<file path="src/rtl/extend_pkg.sv">
// Shared types and helpers for the pipelined immediate extender.
// Mode encoding matches the instruction ImmSrc field.
package extend_pkg;

    typedef enum logic [1:0] {
        IMM_DP   = 2'b00,
        IMM_MEM  = 2'b01,
        IMM_BR   = 2'b10,
        IMM_MEMS = 2'b11
    } imm_src_t;

    localparam int unsigned ROT_STEP = 2;

    // Rotate right within 32 bits; an amount of 0 returns x unchanged.
    function automatic logic [31:0] ror32(input logic [31:0] x, input logic [4:0] amt);
        logic [63:0] t;
        t = {x, x} >> amt;
        return t[31:0];
    endfunction

endpackage

</file>
<file path="src/rtl/imm_extend_core.sv">
// Combinational immediate decode: extension, DP rotation and shifter carry-out.
// Placed between the raw-field stage and the result stage of extend_pipe.
module imm_extend_core
    import extend_pkg::*;
#(
    parameter int DATA_W = 32,
    parameter bit ROT_EN = 1'b1
) (
    input  logic [23:0]       imm_i,
    input  imm_src_t          src_i,
    output logic [DATA_W-1:0] ext_o,
    output logic              rot_c_o
);

    logic [4:0]  rot_amt_s;
    logic [31:0] dp_rot_s;

    assign rot_amt_s = 5'(ROT_STEP * 32'(imm_i[11:8]));
    assign dp_rot_s  = ror32({24'h00_0000, imm_i[7:0]}, rot_amt_s);

    // Mode decode; carry-out is only meaningful for a non-zero DP rotation.
    always_comb begin
        ext_o   = '0;
        rot_c_o = 1'b0;
        case (src_i)
            IMM_DP: begin
                if (ROT_EN) begin
                    ext_o   = DATA_W'(dp_rot_s);
                    rot_c_o = (imm_i[11:8] != 4'h0) ? dp_rot_s[31] : 1'b0;
                end else begin
                    ext_o   = DATA_W'(imm_i[7:0]);
                    rot_c_o = 1'b0;
                end
            end
            IMM_MEM:  ext_o = DATA_W'(imm_i[11:0]);
            IMM_BR:   ext_o = {{(DATA_W-26){imm_i[23]}}, imm_i, 2'b00};
            IMM_MEMS: ext_o = {{(DATA_W-12){imm_i[11]}}, imm_i[11:0]};
            default: begin
                ext_o   = '0;
                rot_c_o = 1'b0;
            end
        endcase
    end

endmodule

</file>
<file path="src/rtl/extend_pipe.sv">
// Two-stage valid/ready immediate extender between decode and execute.
// S1 holds the raw field, S2 holds the extended result and drives the outputs.
module extend_pipe
    import extend_pkg::*;
#(
    parameter int DATA_W = 32,
    parameter int TAG_W  = 5,
    parameter bit ROT_EN = 1'b1
) (
    input  logic              clk,
    input  logic              reset,
    input  logic              in_valid,
    output logic              in_ready,
    input  logic [23:0]       Imm,
    input  logic [1:0]        ImmSrc,
    input  logic [TAG_W-1:0]  in_tag,
    output logic              out_valid,
    input  logic              out_ready,
    output logic [DATA_W-1:0] ExtImm,
    output logic              rot_c,
    output logic [TAG_W-1:0]  out_tag
);

    logic              s1_valid_q, s1_valid_d;
    logic [23:0]       s1_imm_q, s1_imm_d;
    imm_src_t          s1_src_q, s1_src_d;
    logic [TAG_W-1:0]  s1_tag_q, s1_tag_d;

    logic              s2_valid_q, s2_valid_d;
    logic [DATA_W-1:0] s2_ext_q, s2_ext_d;
    logic              s2_rotc_q, s2_rotc_d;
    logic [TAG_W-1:0]  s2_tag_q, s2_tag_d;

    logic              s2_load_s;
    logic              s1_adv_s;
    logic              accept_s;
    logic [DATA_W-1:0] core_ext_s;
    logic              core_rotc_s;

    imm_extend_core #(
        .DATA_W (DATA_W),
        .ROT_EN (ROT_EN)
    ) u_core (
        .imm_i   (s1_imm_q),
        .src_i   (s1_src_q),
        .ext_o   (core_ext_s),
        .rot_c_o (core_rotc_s)
    );

    // An empty S2 always loads, so bubbles never hold back a following item.
    assign s2_load_s = !s2_valid_q || out_ready;
    assign s1_adv_s  = s1_valid_q && s2_load_s;
    assign in_ready  = !s1_valid_q || s2_load_s;
    assign accept_s  = in_valid && in_ready;

    assign out_valid = s2_valid_q;
    assign ExtImm    = s2_ext_q;
    assign rot_c     = s2_rotc_q;
    assign out_tag   = s2_tag_q;

    // Next-state for both stages.
    always_comb begin
        s1_valid_d = s1_valid_q;
        s1_imm_d   = s1_imm_q;
        s1_src_d   = s1_src_q;
        s1_tag_d   = s1_tag_q;
        s2_valid_d = s2_valid_q;
        s2_ext_d   = s2_ext_q;
        s2_rotc_d  = s2_rotc_q;
        s2_tag_d   = s2_tag_q;

        if (accept_s) begin
            s1_valid_d = 1'b1;
            s1_imm_d   = Imm;
            s1_src_d   = imm_src_t'(ImmSrc);
            s1_tag_d   = in_tag;
        end else if (s1_adv_s) begin
            s1_valid_d = 1'b0;
        end else begin
            s1_valid_d = s1_valid_q;
        end

        if (s2_load_s) begin
            s2_valid_d = s1_valid_q;
        end else begin
            s2_valid_d = s2_valid_q;
        end

        // Result registers only change when a real item moves in, keeping outputs quiet otherwise.
        if (s1_adv_s) begin
            s2_ext_d  = core_ext_s;
            s2_rotc_d = core_rotc_s;
            s2_tag_d  = s1_tag_q;
        end else begin
            s2_ext_d  = s2_ext_q;
            s2_rotc_d = s2_rotc_q;
            s2_tag_d  = s2_tag_q;
        end
    end

    // Stage registers; reset discards in-flight items immediately.
    always_ff @(posedge clk or posedge reset) begin
        if (reset) begin
            s1_valid_q <= 1'b0;
            s1_imm_q   <= 24'h00_0000;
            s1_src_q   <= IMM_DP;
            s1_tag_q   <= '0;
            s2_valid_q <= 1'b0;
            s2_ext_q   <= '0;
            s2_rotc_q  <= 1'b0;
            s2_tag_q   <= '0;
        end else begin
            s1_valid_q <= s1_valid_d;
            s1_imm_q   <= s1_imm_d;
            s1_src_q   <= s1_src_d;
            s1_tag_q   <= s1_tag_d;
            s2_valid_q <= s2_valid_d;
            s2_ext_q   <= s2_ext_d;
            s2_rotc_q  <= s2_rotc_d;
            s2_tag_q   <= s2_tag_d;
        end
    end

endmodule
</file>
<file path="config.mk">
export PLATFORM = sky130hd
export DESIGN_NAME = extend_pipe
export DESIGN_NICKNAME = d
export VERILOG_FILES = /design/src/rtl/extend_pkg.sv /design/src/rtl/imm_extend_core.sv /design/src/rtl/extend_pipe.sv
export SDC_FILE = /design/constraint.sdc
export NUM_CORES = 1
export LEC_CHECK = 0
export CORE_AREA = 2 2 96 98
export CTS_BUF_LIST = sky130_fd_sc_hd__clkbuf_8
export CTS_CLUSTER_DIAMETER = 150
export DETAILED_ROUTE_END_ITERATION = 8
export DIE_AREA = 0 0 98 100
export PLACE_DENSITY = 0.67
export SLEW_MARGIN = 20
export SYNTH_ARGS = -nofsm -noshare
export SYNTH_HDL_FRONTEND = slang
export SYNTH_SLANG_ARGS = --single-unit
</file>
<file path="constraint.sdc">
create_clock -name clk -period 4.1 [get_ports clk]
set_input_delay 0.41 -clock clk [delete_from_list [all_inputs] [get_ports clk]]
set_output_delay 0.41 -clock clk [all_outputs]
set_load 0.05 [all_outputs]
</file>
* Word-level counts from Yosys, hierarchy flattened *
Cells that the tools add are included.

storage, ports and cells
  bits in registers = 71
  word-level logic and storage cells = 26
  output and inout port bits = 40

cells by class
  shift operators = 1
  eq/ne operators = 3
  multiplexer cells = 5
  reduce and logical (&&, ||, !) cells = 9

operators by type and width
  kind                count
  $pmux 32 s4         1
  $shr 40x5->32       1
  $eq 2x2->1 const B  2
  $mux 1              4
  $reduce_bool 4->1   1
  $eq 2x1->1 const B  1
  $logic_and 1x1->1   2
  $logic_not 1->1     2
  $logic_not 2->1     1
  $logic_or 1x1->1    2
  $reduce_bool 2->1   1

* Longest topological paths before layout *
Gate-level depths: netlist of run 1.

  depth after elaboration = 5
  gate-level depth with buffers = 7

* Modules after synthesis *
Synthesis of run 1 repeated with hierarchy kept, for this count alone.

unflattened totals
  cells, all modules = 312
  area, all modules = 3689.8 sq um

modules (own cells, without submodules)
  module           cells an instance  area each (sq um)  times used
  extend_pipe      154                2771.4             1
  imm_extend_core  158                918.4              1

* Worst setup path before layout of run 1 *
Ideal clock, no wire load.

  path type = reg-to-reg
  from = reg s2_valid_q, in the netlist out_valid
  to = reg s1_imm_q[0]
  slack = 1937 ps
  period minus slack after synthesis = 2163 ps
  cell stages (with the launch flop) = 6
  library setup time = 125 ps
  arrival = 2039 ps
  path through = dfrtp_1 > and2b_1 > nand2_1 > nand2_1 > buf_2 > mux2_2

between the ends
  cells in the longest elaborated chain, start to end = 4

RTL lines
  what                    RTL line            text
  from (decl)             extend_pipe.sv:29   logic s2_valid_q, s2_valid_d;
  from (signal assigned)  extend_pipe.sv:117  s2_valid_q <= s2_valid_d;
  $logic_not 1->1         extend_pipe.sv:51   assign s2_load_s = !s2_valid_q || out_ready;
  $logic_or 1x1->1        extend_pipe.sv:51
  $logic_or 1x1->1        extend_pipe.sv:53   assign in_ready = !s1_valid_q || s2_load_s;
  net in_ready            extend_pipe.sv:13   output logic in_ready,
  $logic_and 1x1->1       extend_pipe.sv:54   assign accept_s = in_valid && in_ready;
  to (signal assigned)    extend_pipe.sv:114  s1_imm_q <= s1_imm_d;
  to (decl)               extend_pipe.sv:25   logic [23:0] s1_imm_q, s1_imm_d;

The timed path passes the listed nets, and every way through them passes these cells.
A chain may end at the register's enable or synchronous reset.

* Final worst setup path of run 1 *
  from = in out_ready
  to = out in_ready

between the ends
  cells in the longest elaborated chain, start to end = 2

RTL lines
  what              RTL line           text
  from (decl)       extend_pipe.sv:18  input logic out_ready,
  $logic_or 1x1->1  extend_pipe.sv:51
  $logic_or 1x1->1  extend_pipe.sv:53
  to (decl)         extend_pipe.sv:13

Every way passes these cells.

==> flow_metrics.tcl, run 1 <==
set metrics [dict create \
    status "finished, final reports clean" \
    fin_crit_ps 2460 \
    antenna_cells 0 \
    cts_sinks 71 \
    cts.path.max_buffers 2 \
    via_per_inst 5.33 \
    globalplace.congestion 0.878 \
    async_reset_ff_share_pct 100 \
    wirelength_mm 8.76 \
    p_switching_mw 1.02 \
    worstPathMaxFanout 4 \
    wl_per_cell_um 16.9 \
    path_class "in -> out" \
    drt-initial-drc-count 168 \
    p_comb_share_pct 37.7 \
    yosysSeqAreaShare_pct 51.7 \
    area_growth_pct 29.4 \
    synth_common_cells "71 x dfrtp_1, 42 x nand2_1, 42 x nor2_1" \
    rsz0062_at_grt "false" \
    grt_overflow 0 \
    yosys_register_bits 71 \
    path_cells "clkdlybuf4s50_1 > and2b_1 > nand2_1 > clkdlybuf4s50_1" \
    fin_util_pct 50.0 \
    syn_nets 371 \
    critPathBufInv 2 \
    netlist.area_leader.share_pct 51.7 \
    grt_pass1_wl_mm 14.3 \
    switching_share_pct 39.9 \
    ir_drop_uv 222 \
    syn_inst 336 \
    worst_slack_ps 1640 \
    setup-violations-final 0 \
    p_int_mw 1.53 \
    layout.nets 437 \
    grt-busiest-layer "met2" \
    grt_use_met3_pct 4.94 \
    crit_path_start_kind "primary input" \
    ctsRootBufferMaster "clkbuf_8" \
    netlist_area_mm2 0.00344 \
    cts_tree "done" \
    synth_top_area_cell "dfrtp_1" \
    arrival_ps 2050 \
    hold_class "reg -> reg" \
    tightest_slew_ps 858 \
    cp_common_cell "clkdlybuf4s50_1" \
    fin_total_pwr_mw 2.55 \
    r2r_setup_slack_ps 1830 \
    postCtsSetupRepairBufs 0 \
    clkLatencyLatePin_ps 350 \
    cts_resized 0 \
    core_area_mm2 0.00889 \
    die_h_um 100 \
    synth_area_leaders "dfrtp_1 52%, mux2_2 10%, nand2_1 4.6%, nor2_1 4.6%, a21oi_1 3.1%" \
    skew_ps 10.4 \
    antenna_found_initial 0 \
    syn_avg_cell_area_um2 10.2 \
    p_clk_share_pct 23.7 \
    drc_errors 0 \
    cpMaxStageDelayCell "clkdlybuf4s50_1" \
    pin_count 75 \
    io_buffers 74 \
    grt_use_total_pct 18.6 \
    max_cap_violations 0 \
    vias 2761 \
    grt_max_degree 42 \
    pwr_density_cell_mw_per_mm2 573 \
    synth.distinct_cells 43 \
    min_from "s1_tag_q[0]" \
    synth-edff-count 0 \
    p_leak_nw 1.82 \
    r2r_start "s1_imm_q[9]" \
    dieArea_mm2 0.00980 \
    cp-end-kind "output pin" \
    yosysWarnings 0 \
    postRouteAntennaNets 0 \
    startpoint "out_ready" \
    yosysMostFrequentCell "dfrtp_1" \
    die_w_um 98 \
    finalHoldViolCount 0 \
    first_pass_iters 5 \
    critical-path-top-delay-family "buffers and inverters" \
    fmax_ghz 0.407 \
    path_clk_slew_ps 80 \
    dp_slack_ps 1650 \
    grtUsageMet2_pct 28.3 \
    cpPeakStageDelay_ps 810 \
    seqPwrFrac_pct 38.6 \
    cts_max_level 3 \
    slew_headroom_pct 42.7 \
    cts-buffers-inserted 9 \
    grt_pass1_vias 2799 \
    required_ps 3690 \
    cts_hold_buf 0 \
    tns_ps 0 \
    fin_crit_sh_pct 59.9 \
    synth_flop_cell "dfrtp_1" \
    gr-usage-met1_pct 25.9 \
    drive_gt1_share_pct 14.7 \
    slew_viol_final 0 \
    dp.final_hpwl_mm 6.34 \
    rows 35 \
    start_util_pct 38.6 \
    fillers 828 \
]
-- worst min-delay path: stages (launching register included) --
cell and delay, ps:
dfrtp_1 350, nand2_1 50, nand2_1 50
-- power by group through the flow --
| stage | registers (mW) | logic (mW) | clock network (mW) |
|---|---|---|---|
| final | 0.984 | 0.959 | 0.603 |
| after global routing | 1.01 | 1.02 | 0.643 |
| after CTS | 0.984 | 0.962 | 0.610 |
| after detailed placement | 0.997 | 0.960 | 0 |
| after global placement | 0.994 | 0.953 | 0 |
| after floorplan | 1.27 | 0.353 | 0 |
-- state kept, by name, summed over array words and instances, names as in the netlist --
register    cells
s1_tag_q        5
s1_valid_q      1
s1_imm_q       24
rot_c           1
out_tag         5
ExtImm         32
out_valid       1
s1_src_q        2
-- layout by cell type (no fill, tap or decap), types with 2 or more instances in the layout --
cell / n
a211oi_1: 4
a21oi_1: 21
a221oi_1: 8
a22oi_1: 2
a31oi_1: 11
a41oi_1: 2
buf_4: 5
bufinv_16: 2
clkbuf_8: 9
clkdlybuf4s50_1: 74
clkinv_2: 2
clkinvlp_4: 2
dfrtp_1: 71
inv_1: 5
mux2_2: 32
mux2i_1: 10
nand2_1: 42
nand2b_1: 8
nand3_1: 3
nand3b_1: 4
nor2_1: 41
nor2_2: 2
nor3_1: 5
nor4_1: 2
o21ai_0: 12
o22ai_1: 3
o31ai_1: 2
or3_1: 4
or4bb_1: 2
-- worst paths after layout --
check                               to  cells past startpoint
max                           in_ready                      4
max reg2reg                 ExtImm[15]                      4
min in group asynchronous   out_tag[3]                      2
min                         out_tag[0]                      2
min reg2reg                 out_tag[0]                      2
max in group asynchronous  s1_imm_q[9]                      3
-- through the flow --
step	cell area (um^2)	std cells	hold slack [ps]
2_1_floorplan	3440	336	433
3_3_place_gp	4230	502	444
3_5_place_dp	4230	502	446
4_1_cts	4450	518	466
5_1_grt	4450	518	495
6_report	4450	518	473
-- logic make-up (layout without fill, tap and decap cells) --
logic type / count (synthesis) / count (layout) / share of synthesized area (%)
buffers and inverters: 29 / 100 / 4.08
multiplexers: 42 / 42 / 13.4
AO/OA/AOI/OAI: 72 / 72 / 13.6
flip-flops: 71 / 71 / 51.7
AND/OR/NAND/NOR: 122 / 122 / 17.2
-- area by class of cell --
type	instances	area, um^2	area share (%)
flip-flops and latches	71	1780	40.0
multi-input cells	236	1520	34.2
repair buffers	79	778	17.5
well taps	111	139	3.12
clock buffers	9	124	2.79
clock inverters	7	88.8	2.00
inverters	5	18.8	0.422
-- per-layer routing --
layer / vias to the layer above / wire length (um)
met3: 10 / 533
li1: 1326 / -
met4: 0 / 111
met5: - / 0
met1: 1321 / 4090
met2: 104 / 4020
Note: power is estimated with default switching activity, not from simulation.
==> inputs of run 2 (changes only) <==
==> constraint.sdc (replaced) <==
create_clock -name clk -period 2.52 [get_ports clk]
set_input_delay 0.252 -clock clk [delete_from_list [all_inputs] [get_ports clk]]
set_output_delay 0.252 -clock clk [all_outputs]
set_load 0.05 [all_outputs]
==> run 2 against run 1 <==
Net effect: sequential share of layout area is 0.47 points lower; register-to-register slack worse by 1400 ps; flip-flop and latch count unchanged; hold slack worse by 160 ps; sequential power increased by 60%; utilization grew 0.59 points; setup slack worse by 1200 ps; routed wire length is 1.2% lower; highest routed layer unchanged.
==> flow_metrics.tcl, run 2 (synthesized netlist as in run 1, its figures left out) <==
set metrics [dict create \
    status "finished, final reports clean" \
    dp.final_hpwl_mm 6.23 \
    clkLatencyLatePin_ps 350 \
    tns_ps 0 \
    layout_common_cells "73 x clkdlybuf4s50_1, 71 x dfrtp_1, 42 x nand2_1, 41 x nor2_1, 32 x mux2_2" \
    tightest_slew_ps 591 \
    antenna_cells 0 \
    stdcell_count 524 \
    place_area_mm2 0.00430 \
    vias 2799 \
    area_growth_pct 31.0 \
    grt_pass1_wl_mm 14.0 \
    drive_gt1_share_pct 16.5 \
    cpPeakStageDelay_ps 690 \
    cts_tree "done" \
    crit_path_start_kind "flop" \
    grt_use_met3_pct 5.22 \
    largest_register_ffs 32 \
    path_clk_slew_ps 80 \
    fmax_ghz 0.470 \
    ir_drop_uv 388 \
    fin_area_mm2 0.00450 \
    max_cap_violations 0 \
    postRouteAntennaNets 0 \
    critical-path-top-delay-family "compound AO/OA/AOI/OAI gates" \
    drc_errors 0 \
    slew_viol_final 0 \
    dp.cells 508 \
    cts_max_level 3 \
    dieArea_mm2 0.00980 \
    fin_crit_sh_pct 84.4 \
    finalHoldViolCount 0 \
    grtUsageMet2_pct 27.0 \
    pin_count 75 \
    p_leak_nw 1.85 \
    rsz0062_at_grt "false" \
    cts_sinks 71 \
    layout.nets 443 \
    hold_class "in -> async" \
    first_pass_iters 4 \
    arrival_ps 2330 \
    grt_pass1_vias 2680 \
    cts-buffers-inserted 9 \
    grt_use_total_pct 18.2 \
    worstPathMaxFanout 15 \
    required_ps 2730 \
    cp-end-kind "flop" \
    gr-usage-met1_pct 26.1 \
    critPathBufInv 0 \
    antenna_found_initial 0 \
    wirelength_mm 8.65 \
    cpMaxStageDelayCell "dfrtp_1" \
    ctsRootBufferMaster "clkbuf_8" \
    layout_commonest_cell "clkdlybuf4s50_1" \
    grt_overflow 0 \
    path_class "reg -> reg" \
    fin_crit_ps 2130 \
    io_buffers 74 \
    globalplace.congestion 0.952 \
    grt_max_degree 72 \
    setup-violations-final 0 \
    cts.path.max_buffers 2 \
    wl_per_cell_um 16.5 \
    via_per_inst 5.34 \
    start_util_pct 38.6 \
    path_cells "mux2i_1 > o21ai_0 > a21oi_1 > a211oi_1" \
    pwr_density_cell_mw_per_mm2 911 \
    postCtsSetupRepairBufs 0 \
    rows 35 \
    core_area_mm2 0.00889 \
    die_h_um 100 \
    grt-busiest-layer "met2" \
    drt-initial-drc-count 275 \
    slew_headroom_pct 60.5 \
    cts_hold_buf 0 \
    die_w_um 98 \
    cts_resized 0 \
    skew_ps 7.14 \
]
run 2: path summary, 6_finish.rpt:
check / start / end / slack (ps) / cells past startpoint
worst min-delay path: reset / s1_tag_q[0] / 310 / 3
worst max-delay path: s1_imm_q[8] / ExtImm[31] / 390 / 4
worst max register to register: s1_imm_q[8] / ExtImm[31] / 390 / 4
min in group clk: s1_tag_q[3] / out_tag[3] / 470 / 2
max in group asynchronous: reset / ExtImm[24] / 1920 / 3
worst min register to register: s1_tag_q[3] / out_tag[3] / 470 / 2
run 2: per-stage QoR:
stage | total power [mW] | util, % | hold slack (ps) | setup WS (ps)
detailed placement | 3.21 | 48.4 | 450 | 385
CTS | 4.13 | 50.6 | 318 | 521
global placement | 3.20 | 48.4 | 443 | 484
global route | 4.30 | 50.6 | 354 | 336
finish | 4.10 | 50.6 | 309 | 393
floorplan | 2.64 | - | 360 | 357
run 2: layout make-up:
cell class	instances	area, um^2
tap	111	139
sequential	71	1780
clock buffer	10	138
inverter	5	18.8
timing repair buffer	85	846
clock inverter	6	60.1
multi-input combinational	236	1520
fill	857	4390
run 2: report_power, final:
group / leakage [nW] / switching, mW / internal [mW]
clock network: 0.0981 / 0.434 / 0.478
logic: 0.919 / 1.02 / 0.595
registers: 0.838 / 0.204 / 1.37
total: 1.85 / 1.66 / 2.44
run 2: per-layer routing:
layer  wire, um  share of wire (%)
met5          0                  0
met4        130                1.5
met3        588                6.8
met2       4010                 46
met1       3920                 45
run 2: worst register-to-register path, stage by stage, from the launching register on:
cell	delay [ps]
dfrtp_1	690
mux2i_1	410
o21ai_0	280
a21oi_1	470
a211oi_1	140
